**config.mk**
```make
export PLATFORM = sky130hd
export DESIGN_NAME = r_tile_arbiter_flat
export DESIGN_NICKNAME = d
export VERILOG_FILES = /design/src/rtl/r_tile_arbiter_if.sv /design/src/rtl/r_tile_arbiter.sv /design/src/flat_wrapper.sv
export SDC_FILE = /design/constraint.sdc
export NUM_CORES = 1
export LEC_CHECK = 0
export ABC_AREA = 1
export CAP_MARGIN = 20
export CORE_AREA = 3 3 207 209
export CTS_CLUSTER_DIAMETER = 50
export DETAILED_ROUTE_END_ITERATION = 6
export DIE_AREA = 0 0 210 212
export SYNTH_ARGS = -nofsm -noshare
export SYNTH_HDL_FRONTEND = slang
export SYNTH_SLANG_ARGS = --single-unit
export TNS_END_PERCENT = 50
```
**constraint.sdc**
```tcl
create_clock -name clk -period 8.55 [get_ports clk]
set_input_delay 2.1375 -clock clk [delete_from_list [all_inputs] [get_ports clk]]
set_output_delay 2.1375 -clock clk [all_outputs]
set_load 0.02 [all_outputs]
```
**src/rtl/r_tile_arbiter_if.sv**
```systemverilog
// Bundle of the requester-side handshake and the bank-side port of one
// register bank tile. The arbiter takes the slave view; whoever drives the
// requests and models the bank takes the master view.
interface r_tile_arbiter_if #(
    parameter int NUM_REQ = 4,
    parameter int DATA_W  = 64
);
    // Requester side
    logic [NUM_REQ-1:0]        req_valid;
    logic [NUM_REQ-1:0]        req_ready;
    logic [NUM_REQ-1:0]        req_is_write;
    logic [NUM_REQ*7-1:0]      req_reg_id;
    logic [NUM_REQ*5-1:0]      req_queue_id;
    logic [NUM_REQ*DATA_W-1:0] req_wdata;
    logic [NUM_REQ-1:0]        resp_valid;
    logic [DATA_W-1:0]         resp_rdata;
    logic [1:0]                resp_code;

    // Bank side
    logic                      bank_read_req;
    logic                      bank_write_req;
    logic [6:0]                bank_reg_id;
    logic [4:0]                bank_queue_id;
    logic [DATA_W-1:0]         bank_write_data;
    logic [DATA_W-1:0]         bank_read_data;
    logic                      bank_ack;
    logic                      bank_alignment_err;

    modport slave (
        input  req_valid, req_is_write, req_reg_id, req_queue_id, req_wdata,
        input  bank_read_data, bank_ack, bank_alignment_err,
        output req_ready, resp_valid, resp_rdata, resp_code,
        output bank_read_req, bank_write_req, bank_reg_id, bank_queue_id,
        output bank_write_data
    );

    modport master (
        output req_valid, req_is_write, req_reg_id, req_queue_id, req_wdata,
        output bank_read_data, bank_ack, bank_alignment_err,
        input  req_ready, resp_valid, resp_rdata, resp_code,
        input  bank_read_req, bank_write_req, bank_reg_id, bank_queue_id,
        input  bank_write_data
    );
endinterface

```
**src/rtl/r_tile_arbiter.sv**
```systemverilog
// Round-robin arbiter and access sequencer for one register bank tile.
// Each grant turns into one single-cycle bank strobe, a bounded wait for
// the bank's ack, and a one-cycle registered response to the winner.
// Requests aimed at another bank are answered locally without touching
// the bank.
module r_tile_arbiter #(
    parameter int BANK_ID = 0,
    parameter int NUM_REQ = 4,
    parameter int DATA_W  = 64,
    parameter int TIMEOUT = 15
) (
    input  logic               clk,
    input  logic               rst,
    r_tile_arbiter_if.slave    bus,
    output logic [7:0]         err_count
);

    localparam int                 IDX_W    = (NUM_REQ > 1) ? $clog2(NUM_REQ) : 1;
    localparam logic [1:0]         BANK_SEL = 2'(BANK_ID);
    localparam logic [7:0]         TMO_LAST = 8'(TIMEOUT - 1);
    localparam logic [NUM_REQ-1:0] ONE_HOT0 = NUM_REQ'(1);

    localparam logic [1:0] CODE_OK      = 2'd0;
    localparam logic [1:0] CODE_ALIGN   = 2'd1;
    localparam logic [1:0] CODE_BANK    = 2'd2;
    localparam logic [1:0] CODE_TIMEOUT = 2'd3;

    typedef enum logic [1:0] {
        IDLE  = 2'd0,
        ISSUE = 2'd1,
        WAIT  = 2'd2,
        RESP  = 2'd3
    } state_t;

    state_t              r_state;
    state_t              w_next_state;

    logic [IDX_W-1:0]    r_rr_ptr;
    logic [IDX_W-1:0]    r_idx;
    logic                r_is_write;
    logic [6:0]          r_reg_id;
    logic [4:0]          r_queue_id;
    logic [DATA_W-1:0]   r_wdata;
    logic                r_err_lat;
    logic [7:0]          r_tmo_cnt;
    logic [DATA_W-1:0]   r_resp_rdata;
    logic [1:0]          r_resp_code;
    logic [7:0]          r_err_count;

    logic                w_found;
    logic [IDX_W-1:0]    w_winner;
    logic [IDX_W:0]      w_probe;
    logic                w_sel_is_write;
    logic [6:0]          w_sel_reg_id;
    logic [4:0]          w_sel_queue_id;
    logic [DATA_W-1:0]   w_sel_wdata;
    logic                w_sel_wrong_bank;
    logic                w_accept;
    logic                w_ack_done;
    logic                w_timeout;

    // Round-robin search: first valid requester at or above rr_ptr, wrapping.
    always_comb begin
        w_found  = 1'b0;
        w_winner = '0;
        w_probe  = '0;
        for (int k = 0; k < NUM_REQ; k++) begin
            w_probe = {1'b0, r_rr_ptr} + (IDX_W+1)'(k);
            if (w_probe >= (IDX_W+1)'(NUM_REQ)) begin
                w_probe = w_probe - (IDX_W+1)'(NUM_REQ);
            end
            if (!w_found && bus.req_valid[w_probe[IDX_W-1:0]]) begin
                w_found  = 1'b1;
                w_winner = w_probe[IDX_W-1:0];
            end
        end
    end

    // Mux out the winner's request fields from the flattened buses.
    always_comb begin
        w_sel_is_write = 1'b0;
        w_sel_reg_id   = '0;
        w_sel_queue_id = '0;
        w_sel_wdata    = '0;
        for (int i = 0; i < NUM_REQ; i++) begin
            if (w_winner == IDX_W'(i)) begin
                w_sel_is_write = bus.req_is_write[i];
                w_sel_reg_id   = bus.req_reg_id[i*7 +: 7];
                w_sel_queue_id = bus.req_queue_id[i*5 +: 5];
                w_sel_wdata    = bus.req_wdata[i*DATA_W +: DATA_W];
            end
        end
        w_sel_wrong_bank = (w_sel_reg_id[1:0] != BANK_SEL);
    end

    // FSM state register; reset aborts whatever access is in flight.
    always_ff @(posedge clk or posedge rst) begin
        if (rst) begin
            r_state <= IDLE;
        end else begin
            r_state <= w_next_state;
        end
    end

    // Next-state logic and the control strobes the datapath acts on.
    always_comb begin
        w_next_state = r_state;
        w_accept     = 1'b0;
        w_ack_done   = 1'b0;
        w_timeout    = 1'b0;
        case (r_state)
            IDLE: begin
                if (w_found) begin
                    w_accept     = 1'b1;
                    w_next_state = w_sel_wrong_bank ? RESP : ISSUE;
                end
            end
            ISSUE: begin
                w_next_state = WAIT;
            end
            WAIT: begin
                if (bus.bank_ack) begin
                    w_ack_done   = 1'b1;
                    w_next_state = RESP;
                end else if (r_tmo_cnt == TMO_LAST) begin
                    w_timeout    = 1'b1;
                    w_next_state = RESP;
                end
            end
            RESP: begin
                w_next_state = IDLE;
            end
            default: begin
                w_next_state = IDLE;
            end
        endcase
    end

    // Request latch, error/timeout tracking, response and bookkeeping registers.
    always_ff @(posedge clk or posedge rst) begin
        if (rst) begin
            r_rr_ptr     <= '0;
            r_idx        <= '0;
            r_is_write   <= 1'b0;
            r_reg_id     <= '0;
            r_queue_id   <= '0;
            r_wdata      <= '0;
            r_err_lat    <= 1'b0;
            r_tmo_cnt    <= '0;
            r_resp_rdata <= '0;
            r_resp_code  <= CODE_OK;
            r_err_count  <= '0;
        end else begin
            case (r_state)
                IDLE: begin
                    if (w_accept) begin
                        r_idx      <= w_winner;
                        r_is_write <= w_sel_is_write;
                        r_reg_id   <= w_sel_reg_id;
                        r_queue_id <= w_sel_queue_id;
                        r_wdata    <= w_sel_wdata;
                        if (w_sel_wrong_bank) begin
                            r_resp_code  <= CODE_BANK;
                            r_resp_rdata <= '0;
                        end
                    end
                end
                ISSUE: begin
                    r_err_lat <= bus.bank_alignment_err;
                    r_tmo_cnt <= '0;
                end
                WAIT: begin
                    if (w_ack_done) begin
                        if (r_err_lat) begin
                            r_resp_code  <= CODE_ALIGN;
                            r_resp_rdata <= '0;
                        end else begin
                            r_resp_code  <= CODE_OK;
                            r_resp_rdata <= r_is_write ? '0 : bus.bank_read_data;
                        end
                    end else if (w_timeout) begin
                        r_resp_code  <= CODE_TIMEOUT;
                        r_resp_rdata <= '0;
                    end else begin
                        r_tmo_cnt <= r_tmo_cnt + 8'd1;
                    end
                end
                RESP: begin
                    r_rr_ptr <= (r_idx == IDX_W'(NUM_REQ - 1)) ? '0 : r_idx + IDX_W'(1);
                    if (r_resp_code != CODE_OK && r_err_count != 8'hFF) begin
                        r_err_count <= r_err_count + 8'd1;
                    end
                end
                default: begin
                end
            endcase
        end
    end

    // Outputs: grant only from IDLE, strobes only in ISSUE, response pulse in RESP.
    always_comb begin
        bus.req_ready       = (r_state == IDLE && w_found) ? (ONE_HOT0 << w_winner) : '0;
        bus.resp_valid      = (r_state == RESP) ? (ONE_HOT0 << r_idx) : '0;
        bus.resp_rdata      = r_resp_rdata;
        bus.resp_code       = r_resp_code;
        bus.bank_read_req   = (r_state == ISSUE) && !r_is_write;
        bus.bank_write_req  = (r_state == ISSUE) && r_is_write;
        bus.bank_reg_id     = r_reg_id;
        bus.bank_queue_id   = r_queue_id;
        bus.bank_write_data = r_wdata;
        err_count           = r_err_count;
    end

endmodule

```
**src/flat_wrapper.sv**
```systemverilog
// flat-port wrapper written by rule: the top's interface ports become plain ports
module r_tile_arbiter_flat 
#(
    parameter int BANK_ID = 0,
    parameter int NUM_REQ = 4,
    parameter int DATA_W  = 64,
    parameter int TIMEOUT = 15
)
  (clk, rst, err_count, bus_req_valid, bus_req_is_write, bus_req_reg_id, bus_req_queue_id, bus_req_wdata, bus_bank_read_data, bus_bank_ack, bus_bank_alignment_err, bus_req_ready, bus_resp_valid, bus_resp_rdata, bus_resp_code, bus_bank_read_req, bus_bank_write_req, bus_bank_reg_id, bus_bank_queue_id, bus_bank_write_data);
  r_tile_arbiter_if #(.NUM_REQ(NUM_REQ), .DATA_W(DATA_W)) bus_i ();
  input  logic clk;
  input  logic rst;
  output logic [7:0] err_count;
  input wire logic [$bits(bus_i.req_valid)-1:0] bus_req_valid;
  input wire logic [$bits(bus_i.req_is_write)-1:0] bus_req_is_write;
  input wire logic [$bits(bus_i.req_reg_id)-1:0] bus_req_reg_id;
  input wire logic [$bits(bus_i.req_queue_id)-1:0] bus_req_queue_id;
  input wire logic [$bits(bus_i.req_wdata)-1:0] bus_req_wdata;
  input wire logic [$bits(bus_i.bank_read_data)-1:0] bus_bank_read_data;
  input wire logic [$bits(bus_i.bank_ack)-1:0] bus_bank_ack;
  input wire logic [$bits(bus_i.bank_alignment_err)-1:0] bus_bank_alignment_err;
  output wire logic [$bits(bus_i.req_ready)-1:0] bus_req_ready;
  output wire logic [$bits(bus_i.resp_valid)-1:0] bus_resp_valid;
  output wire logic [$bits(bus_i.resp_rdata)-1:0] bus_resp_rdata;
  output wire logic [$bits(bus_i.resp_code)-1:0] bus_resp_code;
  output wire logic [$bits(bus_i.bank_read_req)-1:0] bus_bank_read_req;
  output wire logic [$bits(bus_i.bank_write_req)-1:0] bus_bank_write_req;
  output wire logic [$bits(bus_i.bank_reg_id)-1:0] bus_bank_reg_id;
  output wire logic [$bits(bus_i.bank_queue_id)-1:0] bus_bank_queue_id;
  output wire logic [$bits(bus_i.bank_write_data)-1:0] bus_bank_write_data;
  assign bus_i.req_valid = bus_req_valid;
  assign bus_i.req_is_write = bus_req_is_write;
  assign bus_i.req_reg_id = bus_req_reg_id;
  assign bus_i.req_queue_id = bus_req_queue_id;
  assign bus_i.req_wdata = bus_req_wdata;
  assign bus_i.bank_read_data = bus_bank_read_data;
  assign bus_i.bank_ack = bus_bank_ack;
  assign bus_i.bank_alignment_err = bus_bank_alignment_err;
  assign bus_req_ready = bus_i.req_ready;
  assign bus_resp_valid = bus_i.resp_valid;
  assign bus_resp_rdata = bus_i.resp_rdata;
  assign bus_resp_code = bus_i.resp_code;
  assign bus_bank_read_req = bus_i.bank_read_req;
  assign bus_bank_write_req = bus_i.bank_write_req;
  assign bus_bank_reg_id = bus_i.bank_reg_id;
  assign bus_bank_queue_id = bus_i.bank_queue_id;
  assign bus_bank_write_data = bus_i.bank_write_data;
  r_tile_arbiter #(.BANK_ID(BANK_ID), .NUM_REQ(NUM_REQ), .DATA_W(DATA_W), .TIMEOUT(TIMEOUT)) u_core (.clk(clk), .rst(rst), .bus(bus_i), .err_count(err_count));
endmodule
```
# [Word-level counts from Yosys, hierarchy flattened]
# Cells that the tools add are included.
[word_totals] ff_bits=166 out_inout_bits=160
[op_classes] n_eq_ne=16 shift=2 n_reduce_logical=22 n_addsub=10 n_lt_le_gt_ge=8 muxes=67
[ops] operator="$mux W64" count=10
[ops] operator="$pmux W64 S2" count=1
[ops] operator="$mux W2" count=17
[ops] operator="$mux W7" count=4
[ops] operator="$mux W1" count=20
[ops] operator="$mux W5" count=4
[ops] operator="$add A8 B1 Y8 const B" count=2
[ops] operator="$mux W8" count=2
[ops] operator="$pmux W8 S2" count=1
[ops] operator="$lt A2 B3 Y1 const B" count=4
[ops] operator="$eq A2 B2 Y1 const B" count=5
[ops] operator="$ge A3 B3 Y1 const B" count=3
[ops] operator="$bmux W1 S2" count=4
[ops] operator="$eq A8 B4 Y1 const B" count=1
[ops] operator="$mux W4" count=2
[ops] operator="$ne A8 B8 Y1 const B" count=1
[ops] operator="$pmux W2 S4" count=1
[ops] operator="$reduce_bool A2 Y1" count=4
[ops] operator="$shl A1 B2 Y4 const A" count=2
[ops] operator="$sub A2 B1 Y2 const B" count=4
[ops] operator="$logic_and A1 B1 Y1" count=7
[ops] operator="$add A2 B2 Y3 const B" count=2
[ops] operator="$ne A2 B1 Y1 const B" count=3
[ops] operator="$reduce_and A2 Y1" count=3
[ops] operator="12 further kinds" count=18

# [Depth between registers and ports, before layout]
# Gate-level depths: netlist (run 1).
[logic_depth] word_depth=23 depth_mapped=19 depth_no_buf=17

# [Least setup slack after synthesis (run 1)]
# No wires, ideal clock.
[synth_timing] path_kind="input port to output port" start="in bus_req_valid[1]" end="out bus_req_ready[1]" stages=10 slack_ps=2778 arrival_ps=3635 n_path_buf=2 path_cell_list="inv_1 nand2_1 nand3_1 nand2_1 nor2_4 nand3b_1 nand2_1 clkbuf_1 clkbuf_1 nor3_1"
[synth_via] elab_chain_cells=14
[synth_lines] element="start, declared" line="flat_wrapper.sv:14" text="input wire logic [$bits(bus_i.req_valid)-1:0] bus_req_valid;"
[synth_lines] element="$bmux W1 S2" line="r_tile_arbiter.sv:72" text="if (!w_found && bus.req_valid[w_probe[IDX_W-1:0]]) begin"
[synth_lines] element="$mux W1 (not written as such)" line="r_tile_arbiter.sv:72"
[synth_lines] element="$mux W1" line="r_tile_arbiter.sv:72"
[synth_lines] element="$logic_not A1 Y1" line="r_tile_arbiter.sv:72"
[synth_lines] element="$logic_and A1 B1 Y1" line="r_tile_arbiter.sv:72"
[synth_lines] element="$mux W1" line="r_tile_arbiter.sv:72"
[synth_lines] element="$logic_not A1 Y1" line="r_tile_arbiter.sv:72"
[synth_lines] element="$logic_and A1 B1 Y1" line="r_tile_arbiter.sv:72"
[synth_lines] element="$mux W1" line="r_tile_arbiter.sv:72"
[synth_lines] element="$logic_not A1 Y1" line="r_tile_arbiter.sv:72"
[synth_lines] element="$logic_and A1 B1 Y1" line="r_tile_arbiter.sv:72"
[synth_lines] element="$mux W2 / $mux W1 (equally long branches)" line="r_tile_arbiter.sv:72"
[synth_lines] element="$shl A1 B2 Y4 / $logic_and A1 B1 Y1 (equally long branches)" line="r_tile_arbiter.sv:202" text="bus.req_ready = (r_state == IDLE && w_found) ? (ONE_HOT0 << w_winner) : '0;"
[synth_lines] element="$mux W4 (*)" line="r_tile_arbiter.sv:202"
[synth_lines] element="end, declared" line="flat_wrapper.sv:22" text="output wire logic [$bits(bus_i.req_ready)-1:0] bus_req_ready;"
# Every way passes the cells marked *; elsewhere a longest branch is shown, timed or not. The select of a mux whose other input is x is not followed.

# [Worst setup path in the final report (run 1)]
[layout_timing] start="in bus_req_valid[2]" end="out bus_req_ready[3]"
# The elaborated chain is that of the path after synthesis.

==> results of run 1 <==
==> synthesized netlist by cell type (all sizes together) <==
| cell | number |
|---|---|
| nor3 | 8 |
| a21boi | 1 |
| nand3 | 48 |
| nand2 | 432 |
| clkinv | 1 |
| o21ai | 39 |
| o21bai | 17 |
| ha | 12 |
| xor2 | 8 |
| nand4 | 67 |
| xnor2 | 2 |
| a21oi | 69 |
| a31oi | 33 |
| inv | 107 |
| nand3b | 1 |
| o211ai | 8 |
| o31ai | 1 |
| a41oi | 2 |
| clkbuf | 49 |
| o22ai | 2 |
| or3 | 1 |
| a22o | 34 |
| nor3b | 1 |
| dfrtp | 166 |
| buf | 35 |
| nor2 | 128 |
==> cells in the final DEF (no fill, tap or decap), types with 4 or more instances in the layout <==
cell type	netlist	routed
sky130_fd_sc_hd__ha_1	12	12
sky130_fd_sc_hd__clkbuf_16	0	17
sky130_fd_sc_hd__nor2_1	123	123
sky130_fd_sc_hd__nand2_1	431	429
sky130_fd_sc_hd__inv_2	4	7
sky130_fd_sc_hd__o211ai_1	8	8
sky130_fd_sc_hd__a21oi_1	69	69
sky130_fd_sc_hd__a22o_1	34	34
sky130_fd_sc_hd__o21bai_1	17	17
sky130_fd_sc_hd__nand4_1	67	67
sky130_fd_sc_hd__inv_1	103	100
sky130_fd_sc_hd__dfrtp_1	166	166
sky130_fd_sc_hd__nand3_1	45	45
sky130_fd_sc_hd__diode_2	0	8
sky130_fd_sc_hd__xor2_1	8	8
sky130_fd_sc_hd__clkinv_2	0	4
sky130_fd_sc_hd__buf_4	7	13
sky130_fd_sc_hd__nor2_4	3	4
sky130_fd_sc_hd__o21ai_0	38	38
sky130_fd_sc_hd__clkdlybuf4s50_1	0	539
sky130_fd_sc_hd__a31oi_1	33	33
sky130_fd_sc_hd__nor3_1	8	8
==> worst max-delay path by stage <==
stage                                             end  slack [ns]              from  cells after the start
after floorplan           u_core.bus.bank_queue_id[0]        1.92               rst                      1
after global placement               bus_req_ready[3]        1.74  bus_req_valid[2]                     12
after detailed placement             bus_req_ready[3]        1.61  bus_req_valid[2]                     12
after CTS                            bus_req_ready[3]        1.60  bus_req_valid[2]                     12
after global routing                 bus_req_ready[3]        1.45  bus_req_valid[2]                     12
final                                bus_req_ready[3]        1.56  bus_req_valid[2]                     12
==> cell type report <==
class / instances / share of cell area (%)
timing repair buffer: 553 / 35.1
clock buffer: 18 / 2.79
tap: 532 / 4.23
sequential: 166 / 26.4
inverter: 108 / 2.62
clock inverter: 14 / 0.795
antenna: 8 / 0.127
multi-input combinational: 914 / 28.0
==> per-layer routing <==
metal | part of all wire, % | track usage, %
met1 | 40 | 22.2
met2 | 50 | 32.0
met3 | 8.4 | 6.57
met4 | 2.0 | 6.67
met5 | 0.11 | 0
==> registers in the layout, indices dropped and copies added, names as in the netlist <==
register and cells:
u_core.bus.bank_queue_id 5, u_core.bus.bank_reg_id 7, u_core.bus.bank_write_data 64, u_core.bus.resp_code 2, u_core.bus.resp_rdata 64, u_core.err_count 8, u_core.r_err_lat 1, u_core.r_idx 2
u_core.r_is_write 1, u_core.r_rr_ptr 2, u_core.r_state 2, u_core.r_tmo_cnt 8
==> logic make-up (layout without fill, tap and decap cells) <==
kind of cell	count (synthesis)	count (layout)	synth area share, %
buffers and inverters	192	693	8.66
and+or+nand+nor	686	686	30.7
AOI/OAI and AO/OA	206	206	13.7
other	0	8	0
DFF	166	166	44.4
xor gates and xnor gates	10	10	0.937
adders and majority gates	12	12	1.61
==> through the flow <==
step | cells | hold slack, ns | setup WS (ns) | cell area [sq um] | util (%)
detailed placement | 2273 | 0.458 | 1.61 | 15200 | 37.0
finish | 2313 | 0.470 | 1.56 | 15700 | 38.4
global placement | 2272 | 0.452 | 1.74 | 15100 | 36.9
floorplan | 1272 | 0.493 | 1.92 | 9350 | -
global route | 2311 | 0.490 | 1.45 | 15700 | 38.4
CTS | 2305 | 0.474 | 1.60 | 15700 | 38.3
==> power by group through the flow <==
stage	clock network [mW]	registers, mW	logic (mW)
floorplan	0	1.52	2.18
global placement	0	1.25	3.88
detailed placement	0	1.26	3.91
CTS	0.793	1.25	3.92
global route	0.822	1.29	4.25
finish	0.769	1.25	3.86
==> critical path: stages <==
cell and delay, ns:
sky130_fd_sc_hd__clkdlybuf4s50_1 0.49, sky130_fd_sc_hd__inv_1 0.06, sky130_fd_sc_hd__nand2_1 0.05, sky130_fd_sc_hd__nand2_1 0.08, sky130_fd_sc_hd__o21ai_1 0.29, sky130_fd_sc_hd__nand3b_1 0.23, sky130_fd_sc_hd__nand2_4 0.22, sky130_fd_sc_hd__inv_2 0.12
sky130_fd_sc_hd__nand2_1 0.08, sky130_fd_sc_hd__nor2_2 0.09, sky130_fd_sc_hd__buf_4 0.32, sky130_fd_sc_hd__clkdlybuf4s50_1 0.68
==> flow_summary.html, run 1 <==
<table>
<tr><th>Metric</th><th>Value</th></tr>
<tr><th colspan="2">Run status</th></tr>
<tr><td>Outcome</td><td>finished clean</td></tr>
<tr><th colspan="2">Floorplanning</th></tr>
<tr><td>Die outline width</td><td>between 200 and 250 um</td></tr>
<tr><td>Area of the placeable core</td><td>around 41000 sq um</td></tr>
<tr><td>Num ports</td><td>540</td></tr>
<tr><td>Initial standard-cell utilization of the core</td><td>about 23%</td></tr>
<tr><td>Die height</td><td>approximately 210 um</td></tr>
<tr><td>Row Count</td><td>between 70 and 80</td></tr>
<tr><td>Die area</td><td>around 45000 sq um</td></tr>
<tr><th colspan="2">CTS</th></tr>
<tr><td>Later-pin clock latency in the skew report</td><td>approximately 0.44 ns</td></tr>
<tr><td>Cell at the root of the clock tree</td><td>sky130_fd_sc_hd__clkbuf_16</td></tr>
<tr><td>Buffer levels on the longest clock path</td><td>2</td></tr>
<tr><td>Clock Pin Slew Worst Setup and Hold Paths</td><td>0.06 ns</td></tr>
<tr><td>CTS tree</td><td>built</td></tr>
<tr><td>Post-cts hold buffer count</td><td>0</td></tr>
<tr><td>CTS buffer count</td><td>17</td></tr>
<tr><td>Buffers inserted by post-CTS timing repair</td><td>0</td></tr>
<tr><td>Post_cts resized</td><td>0</td></tr>
<tr><td>H-tree level count</td><td>4</td></tr>
<tr><td>CTS sink cnt</td><td>around 170</td></tr>
<tr><th colspan="2">Power</th></tr>
<tr><td>Leakage</td><td>around 7.2 nW</td></tr>
<tr><td>Fraction of power consumed by combinational cells</td><td>between 60% and 70%</td></tr>
<tr><td>Switching power total</td><td>3.02 mW</td></tr>
<tr><td>P_int</td><td>~2.9 mW</td></tr>
<tr><td>Switching share of power</td><td>about half</td></tr>
<tr><td>Clock share of power</td><td>a little over an eighth</td></tr>
<tr><td>Register share of total power</td><td>roughly a fifth</td></tr>
<tr><td>Max rail drop VDD</td><td>approximately 230 uV</td></tr>
<tr><td>PnR Total Power</td><td>about 5.9 mW</td></tr>
<tr><td>Power per cell area</td><td>374 nW/um^2</td></tr>
<tr><th colspan="2">Worst setup path</th></tr>
<tr><td>Setup slack on the worst flop-to-flop path</td><td>roughly 5 ns</td></tr>
<tr><td>Worst Path Max Fanout</td><td>29</td></tr>
<tr><td>Origin of the critical flop-to-flop path</td><td>u_core.r_rr_ptr[0]</td></tr>
<tr><td>Cells on worst reg2reg path</td><td>18</td></tr>
<tr><td>Destination of the worst register-to-register timing path</td><td>u_core.bus.resp_rdata[59]</td></tr>
<tr><td>Data arrival, critical path</td><td>between 4 and 5 ns</td></tr>
<tr><td>Crit Path Category</td><td>in2out</td></tr>
<tr><td>CP Launch Type</td><td>input pin</td></tr>
<tr><td>Required time of the worst setup path</td><td>6.41 ns</td></tr>
<tr><td>Element type at the critical path end</td><td>output pin</td></tr>
<tr><th colspan="2">Detailed routing</th></tr>
<tr><td>Vias after detailed routing</td><td>between 10000 and 15000</td></tr>
<tr><td>Count of unresolved DRC violations after routing</td><td>0</td></tr>
<tr><td>Post-route ant nets</td><td>0</td></tr>
<tr><td>Detailed-route wire length per cell</td><td>about 19 um</td></tr>
<tr><td>Number of optimization iterations in the first detailed-route pass</td><td>5</td></tr>
<tr><td>First DRT Iteration DRCs</td><td>~700</td></tr>
<tr><td>Number of vias per cell</td><td>roughly 4.6</td></tr>
<tr><td>Final wirelength</td><td>between 40000 and 50000 um</td></tr>
<tr><th colspan="2">STA</th></tr>
<tr><td>Maximum frequency from static timing analysis</td><td>around 0.14 GHz</td></tr>
<tr><td>Setup Viol. Count Final</td><td>0</td></tr>
<tr><td>Setup skew after layout</td><td>between 0.007 and 0.008 ns</td></tr>
<tr><td>Headroom to the max-slew limit</td><td>between 30% and 40%</td></tr>
<tr><td>Aggregate negative setup slack</td><td>0 ns</td></tr>
<tr><td>Worst Tran Pin Value</td><td>0.989 ns</td></tr>
<tr><td>Min Tclk post-route</td><td>approximately 7 ns</td></tr>
<tr><td>Period utilisation layout</td><td>around four fifths</td></tr>
<tr><td>Final-report hold violation count</td><td>0</td></tr>
<tr><td>Max Transition Viols Final</td><td>0</td></tr>
<tr><td>RSZ-0062 raised after global routing</td><td>no</td></tr>
<tr><th colspan="2">Hold path</th></tr>
<tr><td>End of the worst hold path</td><td>u_core.bus.resp_rdata[7]</td></tr>
<tr><td>Class of the worst hold path</td><td>reg2reg</td></tr>
<tr><td>Depth of the worst hold-timing path</td><td>2</td></tr>
<tr><td>Hold_sp</td><td>u_core.bus.resp_rdata[7]</td></tr>
<tr><th colspan="2">Placed design</th></tr>
<tr><td>Final weighted congestion in routability-driven placement</td><td>just under 0.9</td></tr>
<tr><td>Count of buffers from port buffering</td><td>about 540</td></tr>
<tr><td>HPWL after detailed placement</td><td>33300 um</td></tr>
<tr><th colspan="2">GRT</th></tr>
<tr><td>Global routing usage summed across all routing layers</td><td>18.8%</td></tr>
<tr><td>Via count of the first global-routing pass</td><td>between 10000 and 15000</td></tr>
<tr><td>Maximum number of pins on one net before global-route repair</td><td>94</td></tr>
<tr><td>Antenna violations before repair</td><td>14</td></tr>
<tr><td>First-pass GRT wire length</td><td>about 64000 um</td></tr>
<tr><td>GRT Residual Overflow</td><td>0</td></tr>
<tr><th colspan="2">Final layout</th></tr>
<tr><td>Signed area change from the synthesized netlist to the final layout</td><td>68.3%</td></tr>
<tr><td>Sequential cell area</td><td>about 4200 sq um</td></tr>
<tr><td>Count of fill cells added during filler insertion</td><td>around 4300</td></tr>
<tr><td>Area used by multi-input combinational logic</td><td>around 4400 sq um</td></tr>
<tr><td>Net total in the final layout</td><td>between 2000 and 2500</td></tr>
<tr><td>Share of final-layout standard cells stronger than drive strength 1</td><td>between 3 and 4%</td></tr>
<tr><th colspan="2">Synth</th></tr>
<tr><td>Area of the mapped netlist</td><td>about 9400 sq um</td></tr>
<tr><td>Synthesized flop and latch total</td><td>between 150 and 200</td></tr>
<tr><td>Mapped Nets</td><td>roughly 1700</td></tr>
<tr><td>Ys Warns</td><td>0</td></tr>
<tr><td>Portion of the post-synthesis area used by sequential elements</td><td>between 40% and 50%</td></tr>
<tr><td>Area share of the largest cell type after synthesis</td><td>around 44%</td></tr>
<tr><td>Top cells by area in the synthesized netlist</td><td>sky130_fd_sc_hd__dfrtp_1 (44%), sky130_fd_sc_hd__nand2_1 (17%), sky130_fd_sc_hd__nor2_1 (4.9%)</td></tr>
<tr><td>Cell count after synthesis</td><td>~1300</td></tr>
<tr><td>Mean cell area of the mapped netlist</td><td>7.35 sq um</td></tr>
<tr><td>Count of different cell masters after synthesis</td><td>35</td></tr>
<tr><td>Post-synthesis cell type with the largest combined area</td><td>sky130_fd_sc_hd__dfrtp_1</td></tr>
<tr><th colspan="2">Run</th></tr>
<tr><td>Total of max-cap violations</td><td>0</td></tr>
</table>
No activity file was read; power rests on OpenSTA's default activity.
==> run 2, diff against run 1 <==
--- a/config.mk
+++ b/config.mk
@@ -7,10 +7,10 @@
 export LEC_CHECK = 0
 export ABC_AREA = 1
 export CAP_MARGIN = 20
-export CORE_AREA = 3 3 207 209
+export CORE_AREA = 3 3 212 214
 export CTS_CLUSTER_DIAMETER = 50
 export DETAILED_ROUTE_END_ITERATION = 6
-export DIE_AREA = 0 0 210 212
+export DIE_AREA = 0 0 215 217
 export SYNTH_ARGS = -nofsm -noshare
 export SYNTH_HDL_FRONTEND = slang
 export SYNTH_SLANG_ARGS = --single-unit
==> constraint.sdc (replaced) <==
create_clock -name clk -period 6.4 [get_ports clk]
set_input_delay 1.6 -clock clk [delete_from_list [all_inputs] [get_ports clk]]
set_output_delay 1.6 -clock clk [all_outputs]
set_load 0.02 [all_outputs]
==> flow_summary.html, run 2 (same netlist as run 1, synthesis figures left out) <==
<table>
<tr><th>Metric</th><th>Value</th></tr>
<tr><th colspan="2">Final layout</th></tr>
<tr><td>Top library cells by usage in the layout, fill and taps aside</td><td>sky130_fd_sc_hd__clkdlybuf4s50_1 (539), sky130_fd_sc_hd__nand2_1 (429), sky130_fd_sc_hd__dfrtp_1 (166) (unchanged)</td></tr>
<tr><td>Final Core Density</td><td>36.9% (was 38.4%)</td></tr>
<tr><td>Most common library cell in the layout ignoring fill and taps</td><td>sky130_fd_sc_hd__clkdlybuf4s50_1 (unchanged)</td></tr>
<tr><td>Net total in the final layout</td><td>2157 (was 2152)</td></tr>
<tr><td>Signed area change from the synthesized netlist to the final layout</td><td>69.9% (was 68.3%)</td></tr>
<tr><td>Share of final-layout standard cells stronger than drive strength 1</td><td>3.83% (was 3.72%)</td></tr>
<tr><th colspan="2">STA</th></tr>
<tr><td>RSZ-0062 raised after global routing</td><td>no (unchanged)</td></tr>
<tr><td>Period utilisation layout</td><td>slightly below 90%</td></tr>
<tr><td>Worst Tran Pin Value</td><td>1.04 ns (was 0.989 ns)</td></tr>
<tr><td>Max Transition Viols Final</td><td>0 (unchanged)</td></tr>
<tr><td>Headroom to the max-slew limit</td><td>30.9% (was 34.1%)</td></tr>
<tr><td>Aggregate negative setup slack</td><td>0 ns (unchanged)</td></tr>
<tr><td>Final-report hold violation count</td><td>0 (unchanged)</td></tr>
<tr><td>Hold slack</td><td>0.470 ns (about the same)</td></tr>
<tr><td>Min Tclk post-route</td><td>~5.6 ns</td></tr>
<tr><td>Setup Viol. Count Final</td><td>0 (unchanged)</td></tr>
<tr><td>Maximum frequency from static timing analysis</td><td>0.178 GHz</td></tr>
<tr><td>Setup skew after layout</td><td>0.0180 ns (was 0.00775 ns)</td></tr>
<tr><th colspan="2">Worst setup path</th></tr>
<tr><td>Crit Path Category</td><td>in2out (unchanged)</td></tr>
<tr><td>CP Launch Type</td><td>input pin (unchanged)</td></tr>
<tr><td>Setup slack on the worst flop-to-flop path</td><td>2.67 ns (was 4.91 ns)</td></tr>
<tr><td>Worst Path Max Fanout</td><td>19 (was 29)</td></tr>
<tr><td>Cells on worst reg2reg path</td><td>15 (was 18)</td></tr>
<tr><td>Maximum cell stage delay along the critical path</td><td>0.63 ns (was 0.68 ns)</td></tr>
<tr><td>Required time of the worst setup path</td><td>4.80 ns (was 6.41 ns)</td></tr>
<tr><td>Cell breakdown of the critical path</td><td>clkdlybuf4s50_1 -&gt; inv_1 -&gt; nand2_1 -&gt; nand3_1 -&gt; nand2_1 -&gt; inv_1 -&gt; nand3_1 -&gt; nand3_1 -&gt; nand2_4 -&gt; nand2_1 -&gt; nor2_1 -&gt; clkdlybuf4s50_1 (was clkdlybuf4s50_1 -&gt; inv_1 -&gt; nand2_1 -&gt; nand2_1 -&gt; o21ai_1 -&gt; nand3b_1 -&gt; nand2_4 -&gt; inv_2 -&gt; nand2_1 -&gt; nor2_2 -&gt; buf_4 -&gt; clkdlybuf4s50_1)</td></tr>
<tr><td>Cell with the largest stage delay on the worst path</td><td>sky130_fd_sc_hd__clkdlybuf4s50_1 (unchanged)</td></tr>
<tr><td>Destination of the worst register-to-register timing path</td><td>u_core.bus.bank_queue_id[2] (was u_core.bus.resp_rdata[59])</td></tr>
<tr><td>Element type at the critical path end</td><td>output pin (unchanged)</td></tr>
<tr><td>Origin of the critical flop-to-flop path</td><td>u_core.r_rr_ptr[0] (unchanged)</td></tr>
<tr><td>Data arrival, critical path</td><td>4.03 ns (was 4.85 ns)</td></tr>
<tr><th colspan="2">CTS</th></tr>
<tr><td>Buffers inserted by post-CTS timing repair</td><td>0 (unchanged)</td></tr>
<tr><td>Buffer levels on the longest clock path</td><td>2 (unchanged)</td></tr>
<tr><td>Post-cts hold buffer count</td><td>0 (unchanged)</td></tr>
<tr><td>CTS tree</td><td>built (unchanged)</td></tr>
<tr><td>CTS sink cnt</td><td>166 (unchanged)</td></tr>
<tr><td>CTS buffer count</td><td>17 (unchanged)</td></tr>
<tr><td>Later-pin clock latency in the skew report</td><td>0.50 ns (was 0.44 ns)</td></tr>
<tr><td>Cell at the root of the clock tree</td><td>sky130_fd_sc_hd__clkbuf_16 (unchanged)</td></tr>
<tr><td>H-tree level count</td><td>4 (unchanged)</td></tr>
<tr><td>Clock Pin Slew Worst Setup and Hold Paths</td><td>0.07 ns (was 0.06 ns)</td></tr>
<tr><td>Post_cts resized</td><td>0 (unchanged)</td></tr>
<tr><th colspan="2">Hold path</th></tr>
<tr><td>End of the worst hold path</td><td>u_core.bus.resp_rdata[22] (was u_core.bus.resp_rdata[7])</td></tr>
<tr><td>Hold_sp</td><td>u_core.bus.resp_rdata[22] (was u_core.bus.resp_rdata[7])</td></tr>
<tr><td>Class of the worst hold path</td><td>reg2reg (unchanged)</td></tr>
<tr><td>Depth of the worst hold-timing path</td><td>2 (unchanged)</td></tr>
<tr><th colspan="2">Detailed routing</th></tr>
<tr><td>Final wirelength</td><td>46100 um (was 43800 um)</td></tr>
<tr><td>Number of vias per cell</td><td>4.51 (was 4.59)</td></tr>
<tr><td>Met3 wire length</td><td>3850 um (was 3690 um)</td></tr>
<tr><td>First DRT Iteration DRCs</td><td>738 (was 680)</td></tr>
<tr><td>Uppermost routed layer</td><td>met5 (unchanged)</td></tr>
<tr><td>Count of unresolved DRC violations after routing</td><td>0 (unchanged)</td></tr>
<tr><td>Vias after detailed routing</td><td>10664 (was 10612)</td></tr>
<tr><td>Post-route ant nets</td><td>0 (unchanged)</td></tr>
<tr><td>Routed wl met2</td><td>22900 um (was 21700 um)</td></tr>
<tr><td>Number of optimization iterations in the first detailed-route pass</td><td>7 (was 5)</td></tr>
<tr><td>Detailed-route wire length per cell</td><td>19.5 um (was 18.9 um)</td></tr>
<tr><td>Wire length on met1</td><td>18000 um (was 17500 um)</td></tr>
<tr><th colspan="2">Floorplanning</th></tr>
<tr><td>Die area</td><td>46700 sq um (was 44500 sq um)</td></tr>
<tr><td>Initial standard-cell utilization of the core</td><td>21.7% (was 22.8%)</td></tr>
<tr><td>Num ports</td><td>540 (unchanged)</td></tr>
<tr><td>Row Count</td><td>76 (was 74)</td></tr>
<tr><td>Die outline width</td><td>215 um (was 210 um)</td></tr>
<tr><td>Die height</td><td>217 um (was 212 um)</td></tr>
<tr><td>Area of the placeable core</td><td>43100 sq um (was 41000 sq um)</td></tr>
<tr><th colspan="2">Power</th></tr>
<tr><td>Switching power total</td><td>4.14 mW (was 3.02 mW)</td></tr>
<tr><td>Clock share of power</td><td>14.0% (was 13.1%)</td></tr>
<tr><td>Fraction of power consumed by combinational cells</td><td>65.3% (was 65.7%)</td></tr>
<tr><td>Power per cell area</td><td>511 nW/um^2 (was 374 nW/um^2)</td></tr>
<tr><td>Register share of total power</td><td>20.7% (was 21.3%)</td></tr>
<tr><td>P_int</td><td>3.98 mW (was 2.87 mW)</td></tr>
<tr><td>Switching share of power</td><td>51.0% (was 51.3%)</td></tr>
<tr><td>Leakage</td><td>7.23 nW (was 7.19 nW)</td></tr>
<tr><td>Max rail drop VDD</td><td>327 uV (was 225 uV)</td></tr>
<tr><th colspan="2">Run status</th></tr>
<tr><td>Outcome</td><td>finished clean (unchanged)</td></tr>
<tr><th colspan="2">GRT</th></tr>
<tr><td>Maximum number of pins on one net before global-route repair</td><td>132 (was 94)</td></tr>
<tr><td>Antenna violations before repair</td><td>12 (was 14)</td></tr>
<tr><td>Global routing usage summed across all routing layers</td><td>19.3% (was 18.8%)</td></tr>
<tr><td>Via count of the first global-routing pass</td><td>10737 (was 10585)</td></tr>
<tr><td>GRT Residual Overflow</td><td>0 (unchanged)</td></tr>
<tr><td>First-pass GRT wire length</td><td>67900 um (was 64100 um)</td></tr>
<tr><th colspan="2">Placed design</th></tr>
<tr><td>Final weighted congestion in routability-driven placement</td><td>0.893 (was 0.887)</td></tr>
<tr><td>Count of buffers from port buffering</td><td>539 (unchanged)</td></tr>
<tr><td>HPWL after detailed placement</td><td>35100 um (was 33300 um)</td></tr>
<tr><th colspan="2">Run</th></tr>
<tr><td>Total of max-cap violations</td><td>0 (unchanged)</td></tr>
</table>
-- run 2: final cells by class --
| cell class | instances | area (sq um) |
|---|---|---|
| Fill cell | 4496 | 27200 |
| Inverter | 108 | 413 |
| Sequential cell | 166 | 4150 |
| Tap cell | 585 | 732 |
| Multi-Input combinational cell | 914 | 4400 |
| Clock buffer | 19 | 433 |
| Timing Repair Buffer | 558 | 5560 |
| Clock inverter | 12 | 178 |
| Antenna cell | 5 | 12.5 |
-- run 2: power groups by stage --
stage	registers, mW	logic, mW	clock network (mW)
after floorplan	2.04	2.92	0
after global placement	1.68	5.27	0
after detailed placement	1.69	5.34	0
after CTS	1.68	5.36	1.18
after global routing	1.73	5.80	1.22
final	1.68	5.31	1.14
-- run 2: how the worst max path moves through the flow --
stage / startpoint / to
floorplan: rst / u_core.bus.bank_queue_id[0]
global placement: bus_req_valid[2] / bus_req_ready[1]
detailed placement: bus_req_valid[1] / bus_req_ready[2]
CTS: bus_req_valid[1] / bus_req_ready[1]
global route: bus_req_valid[1] / bus_req_ready[1]
finish: bus_req_valid[1] / bus_req_ready[2]
-- run 2: metrics by stage --
stage | cell area [sq um] | total power, mW | cells | setup WS, ns
floorplan | 9350 | 4.95 | 1272 | 0.310
global placement | 15200 | 6.95 | 2329 | 0.873
detailed placement | 15300 | 7.03 | 2331 | 0.807
CTS | 15900 | 8.22 | 2362 | 0.788
global route | 15900 | 8.74 | 2365 | 0.606
finish | 15900 | 8.12 | 2367 | 0.768
-- run 2: metal layers --
metal  vias up  global-route usage [%]
li1       5138                       -
met1      5045                    22.2
met2       406                    32.9
met3        65                    7.41
met4        10                    6.87
met5         -                       0
-- run 2: critical path: cells and delay by family --
kind,cells,cell delay (ns)
buffers and inverters,4,1.24
and+or+nand+nor,8,1.18
==> run 3, diff against run 2 <==
--- a/config.mk
+++ b/config.mk
@@ -11,6 +11,7 @@
 export CTS_CLUSTER_DIAMETER = 50
 export DETAILED_ROUTE_END_ITERATION = 6
 export DIE_AREA = 0 0 215 217
+export MAX_ROUTING_LAYER = met4
 export SYNTH_ARGS = -nofsm -noshare
 export SYNTH_HDL_FRONTEND = slang
 export SYNTH_SLANG_ARGS = --single-unit
==> flow_summary.html, run 3 (same netlist as run 1, synthesis figures left out) <==
<table>
<tr><th>Metric</th><th>Value</th></tr>
<tr><th colspan="2">GRT</th></tr>
<tr><td>First-pass GRT wire length</td><td>67100 um (was 67900 um)</td></tr>
<tr><td>Global routing usage summed across all routing layers</td><td>19.5% (was 19.3%)</td></tr>
<tr><td>Antenna violations before repair</td><td>20 (was 12)</td></tr>
<tr><td>Maximum number of pins on one net before global-route repair</td><td>122 (was 132)</td></tr>
<tr><td>Via count of the first global-routing pass</td><td>10887 (was 10737)</td></tr>
<tr><td>GRT Residual Overflow</td><td>0 (unchanged)</td></tr>
<tr><th colspan="2">Detailed routing</th></tr>
<tr><td>Count of unresolved DRC violations after routing</td><td>0 (unchanged)</td></tr>
<tr><td>Detailed-route wire length per cell</td><td>19.3 um (was 19.5 um)</td></tr>
<tr><td>Post-route ant nets</td><td>0 (unchanged)</td></tr>
<tr><td>Vias after detailed routing</td><td>10720 (was 10664)</td></tr>
<tr><td>Number of vias per cell</td><td>4.50 (was 4.51)</td></tr>
<tr><td>Final wirelength</td><td>45900 um (was 46100 um)</td></tr>
<tr><td>Number of optimization iterations in the first detailed-route pass</td><td>5 (was 7)</td></tr>
<tr><td>First DRT Iteration DRCs</td><td>732 (was 738)</td></tr>
<tr><th colspan="2">CTS</th></tr>
<tr><td>CTS buffer count</td><td>17 (unchanged)</td></tr>
<tr><td>Cell at the root of the clock tree</td><td>sky130_fd_sc_hd__clkbuf_16 (unchanged)</td></tr>
<tr><td>Post-cts hold buffer count</td><td>0 (unchanged)</td></tr>
<tr><td>Buffers inserted by post-CTS timing repair</td><td>0 (unchanged)</td></tr>
<tr><td>CTS sink cnt</td><td>166 (unchanged)</td></tr>
<tr><td>Buffer levels on the longest clock path</td><td>2 (unchanged)</td></tr>
<tr><td>H-tree level count</td><td>4 (unchanged)</td></tr>
<tr><td>Later-pin clock latency in the skew report</td><td>0.45 ns (was 0.50 ns)</td></tr>
<tr><td>Clock Pin Slew Worst Setup and Hold Paths</td><td>0.06 ns (was 0.07 ns)</td></tr>
<tr><td>Post_cts resized</td><td>0 (unchanged)</td></tr>
<tr><td>CTS tree</td><td>built (unchanged)</td></tr>
<tr><th colspan="2">Floorplanning</th></tr>
<tr><td>Die outline width</td><td>215 um (unchanged)</td></tr>
<tr><td>Area of the placeable core</td><td>43100 sq um (unchanged)</td></tr>
<tr><td>Num ports</td><td>540 (unchanged)</td></tr>
<tr><td>Die area</td><td>46700 sq um (unchanged)</td></tr>
<tr><td>Row Count</td><td>76 (unchanged)</td></tr>
<tr><td>Initial standard-cell utilization of the core</td><td>21.7% (unchanged)</td></tr>
<tr><td>Die height</td><td>217 um (unchanged)</td></tr>
<tr><th colspan="2">STA</th></tr>
<tr><td>Worst Tran Pin Value</td><td>0.970 ns (was 1.04 ns)</td></tr>
<tr><td>RSZ-0062 raised after global routing</td><td>no (unchanged)</td></tr>
<tr><td>Headroom to the max-slew limit</td><td>35.2% (was 30.9%)</td></tr>
<tr><td>Setup skew after layout</td><td>0.0116 ns (was 0.0180 ns)</td></tr>
<tr><td>Maximum frequency from static timing analysis</td><td>0.178 GHz (about the same)</td></tr>
<tr><td>Setup Viol. Count Final</td><td>0 (unchanged)</td></tr>
<tr><td>Aggregate negative setup slack</td><td>0 ns (unchanged)</td></tr>
<tr><td>Final-report hold violation count</td><td>0 (unchanged)</td></tr>
<tr><td>Min Tclk post-route</td><td>5.62 ns (was 5.63 ns)</td></tr>
<tr><td>Period utilisation layout</td><td>87.8% (was 88.0%)</td></tr>
<tr><td>Max Transition Viols Final</td><td>0 (unchanged)</td></tr>
<tr><th colspan="2">Run status</th></tr>
<tr><td>Outcome</td><td>finished clean (unchanged)</td></tr>
<tr><th colspan="2">Worst setup path</th></tr>
<tr><td>Element type at the critical path end</td><td>output pin (unchanged)</td></tr>
<tr><td>Worst Path Max Fanout</td><td>19 (unchanged)</td></tr>
<tr><td>Required time of the worst setup path</td><td>4.80 ns (about the same)</td></tr>
<tr><td>Maximum cell stage delay along the critical path</td><td>0.63 ns (about the same)</td></tr>
<tr><td>Cell class contributing the biggest share of worst-path delay</td><td>buffers and inverters (unchanged)</td></tr>
<tr><td>Cell breakdown of the critical path</td><td>clkdlybuf4s50_1 -&gt; inv_1 -&gt; nand2_1 -&gt; nand3_1 -&gt; nand2_1 -&gt; inv_1 -&gt; nand3_1 -&gt; nand3_1 -&gt; nand2_4 -&gt; nand2_1 -&gt; nor2_1 -&gt; clkdlybuf4s50_1 (unchanged)</td></tr>
<tr><td>Cell with the largest stage delay on the worst path</td><td>sky130_fd_sc_hd__clkdlybuf4s50_1 (unchanged)</td></tr>
<tr><td>Data arrival, critical path</td><td>4.02 ns (was 4.03 ns)</td></tr>
<tr><td>Crit Path Category</td><td>in2out (unchanged)</td></tr>
<tr><td>Crit path buffers/inverters</td><td>4 (unchanged)</td></tr>
<tr><td>CP Launch Type</td><td>input pin (unchanged)</td></tr>
<tr><th colspan="2">Hold path</th></tr>
<tr><td>Class of the worst hold path</td><td>reg2reg (unchanged)</td></tr>
<tr><th colspan="2">Placed design</th></tr>
<tr><td>Placed Cells</td><td>2331 (unchanged)</td></tr>
<tr><td>HPWL after detailed placement</td><td>35300 um (was 35100 um)</td></tr>
<tr><td>Final weighted congestion in routability-driven placement</td><td>0.901 (was 0.893)</td></tr>
<tr><td>Count of buffers from port buffering</td><td>539 (unchanged)</td></tr>
<tr><th colspan="2">Final layout</th></tr>
<tr><td>Net total in the final layout</td><td>2157 (unchanged)</td></tr>
<tr><td>Most common library cell in the layout ignoring fill and taps</td><td>sky130_fd_sc_hd__clkdlybuf4s50_1 (unchanged)</td></tr>
<tr><td>Filler-free cell count of the finished design</td><td>2382 (was 2367)</td></tr>
<tr><td>Final Core Density</td><td>36.9% (about the same)</td></tr>
<tr><td>Signed area change from the synthesized netlist to the final layout</td><td>70.2% (was 69.9%)</td></tr>
<tr><td>Top library cells by usage in the layout, fill and taps aside</td><td>sky130_fd_sc_hd__clkdlybuf4s50_1 (539), sky130_fd_sc_hd__nand2_1 (429), sky130_fd_sc_hd__dfrtp_1 (166) (unchanged)</td></tr>
<tr><td>Share of final-layout standard cells stronger than drive strength 1</td><td>3.83% (unchanged)</td></tr>
<tr><th colspan="2">Power</th></tr>
<tr><td>Max rail drop VDD</td><td>422 uV (was 327 uV)</td></tr>
<tr><td>Leakage</td><td>7.22 nW (was 7.23 nW)</td></tr>
<tr><td>Power per cell area</td><td>507 nW/um^2 (was 511 nW/um^2)</td></tr>
<tr><th colspan="2">Run</th></tr>
<tr><td>Total of max-cap violations</td><td>0 (unchanged)</td></tr>
</table>
==> run 3: changes by cell type in the layout (fill, tap and decap cells not counted) <==
cell	delta
sky130_fd_sc_hd__bufinv_16	-1
sky130_fd_sc_hd__inv_8	+1
sky130_fd_sc_hd__inv_6	-1
sky130_fd_sc_hd__diode_2	+15
sky130_fd_sc_hd__clkbuf_8	+1
==> run 3: tightest hold or removal path, delay by kind of cell, from the launching register on <==
kind             cells  cell delay (ns)
and+or+nand+nor      2             0.09
DFF                  1             0.34
==> run 3: report_power, final <==
group / total (mW) / leakage (nW) / switching [mW] / internal (mW)
clock: 1.10 / 0.281 / 0.471 / 0.625
sequential: 1.68 / 2.14 / 0.248 / 1.43
combinational: 5.29 / 4.81 / 3.39 / 1.90
==> run 3: layout make-up <==
class	instances	area (sq um)
repair buffers	558	5560
multi-input cells	914	4400
inverters	108	413
flip-flops and latches	166	4150
well taps	585	732
fillers	4497	27200
diodes	20	50.0
clock inverters	11	150
clock buffers	20	447
==> run 3: path summary, 6_finish.rpt <==
| check | start | to | slack (ns) | cells after the start |
|---|---|---|---|---|
| min reg2reg | u_core.bus.resp_rdata[53] | u_core.bus.resp_rdata[53] | 0.47 | 2 |
| max in group asynchronous | rst | u_core.bus.resp_rdata[15] | 3.50 | 3 |
| min | u_core.bus.resp_rdata[53] | u_core.bus.resp_rdata[53] | 0.47 | 2 |
| max | bus_req_valid[1] | bus_req_ready[2] | 0.78 | 12 |
| max reg2reg | u_core.r_rr_ptr[0] | u_core.bus.bank_queue_id[2] | 2.76 | 15 |
| min in group asynchronous | rst | u_core.bus.resp_rdata[59] | 1.73 | 2 |
==> run 3: per-stage QoR <==
| stage | setup slack [ns] | power [mW] | hold slack, ns | cell area [sq um] |
|---|---|---|---|---|
| floorplan | 0.310 | 4.95 | 0.493 | 9350 |
| global placement | 0.871 | 6.94 | 0.453 | 15200 |
| detailed placement | 0.798 | 7.03 | 0.457 | 15300 |
| CTS | 0.796 | 8.17 | 0.474 | 15900 |
| global route | 0.653 | 8.69 | 0.492 | 15900 |
| finish | 0.781 | 8.06 | 0.471 | 15900 |
==> run 3: layer usage <==
metal / vias to the layer above / GRT usage (%) / wire length, um
met5: - / - / 0
met4: 0 / 9.34 / 1680
met3: 58 / 7.29 / 4290
met2: 479 / 31.6 / 22300
met1: 5009 / 21.4 / 17700
li1: 5174 / - / -
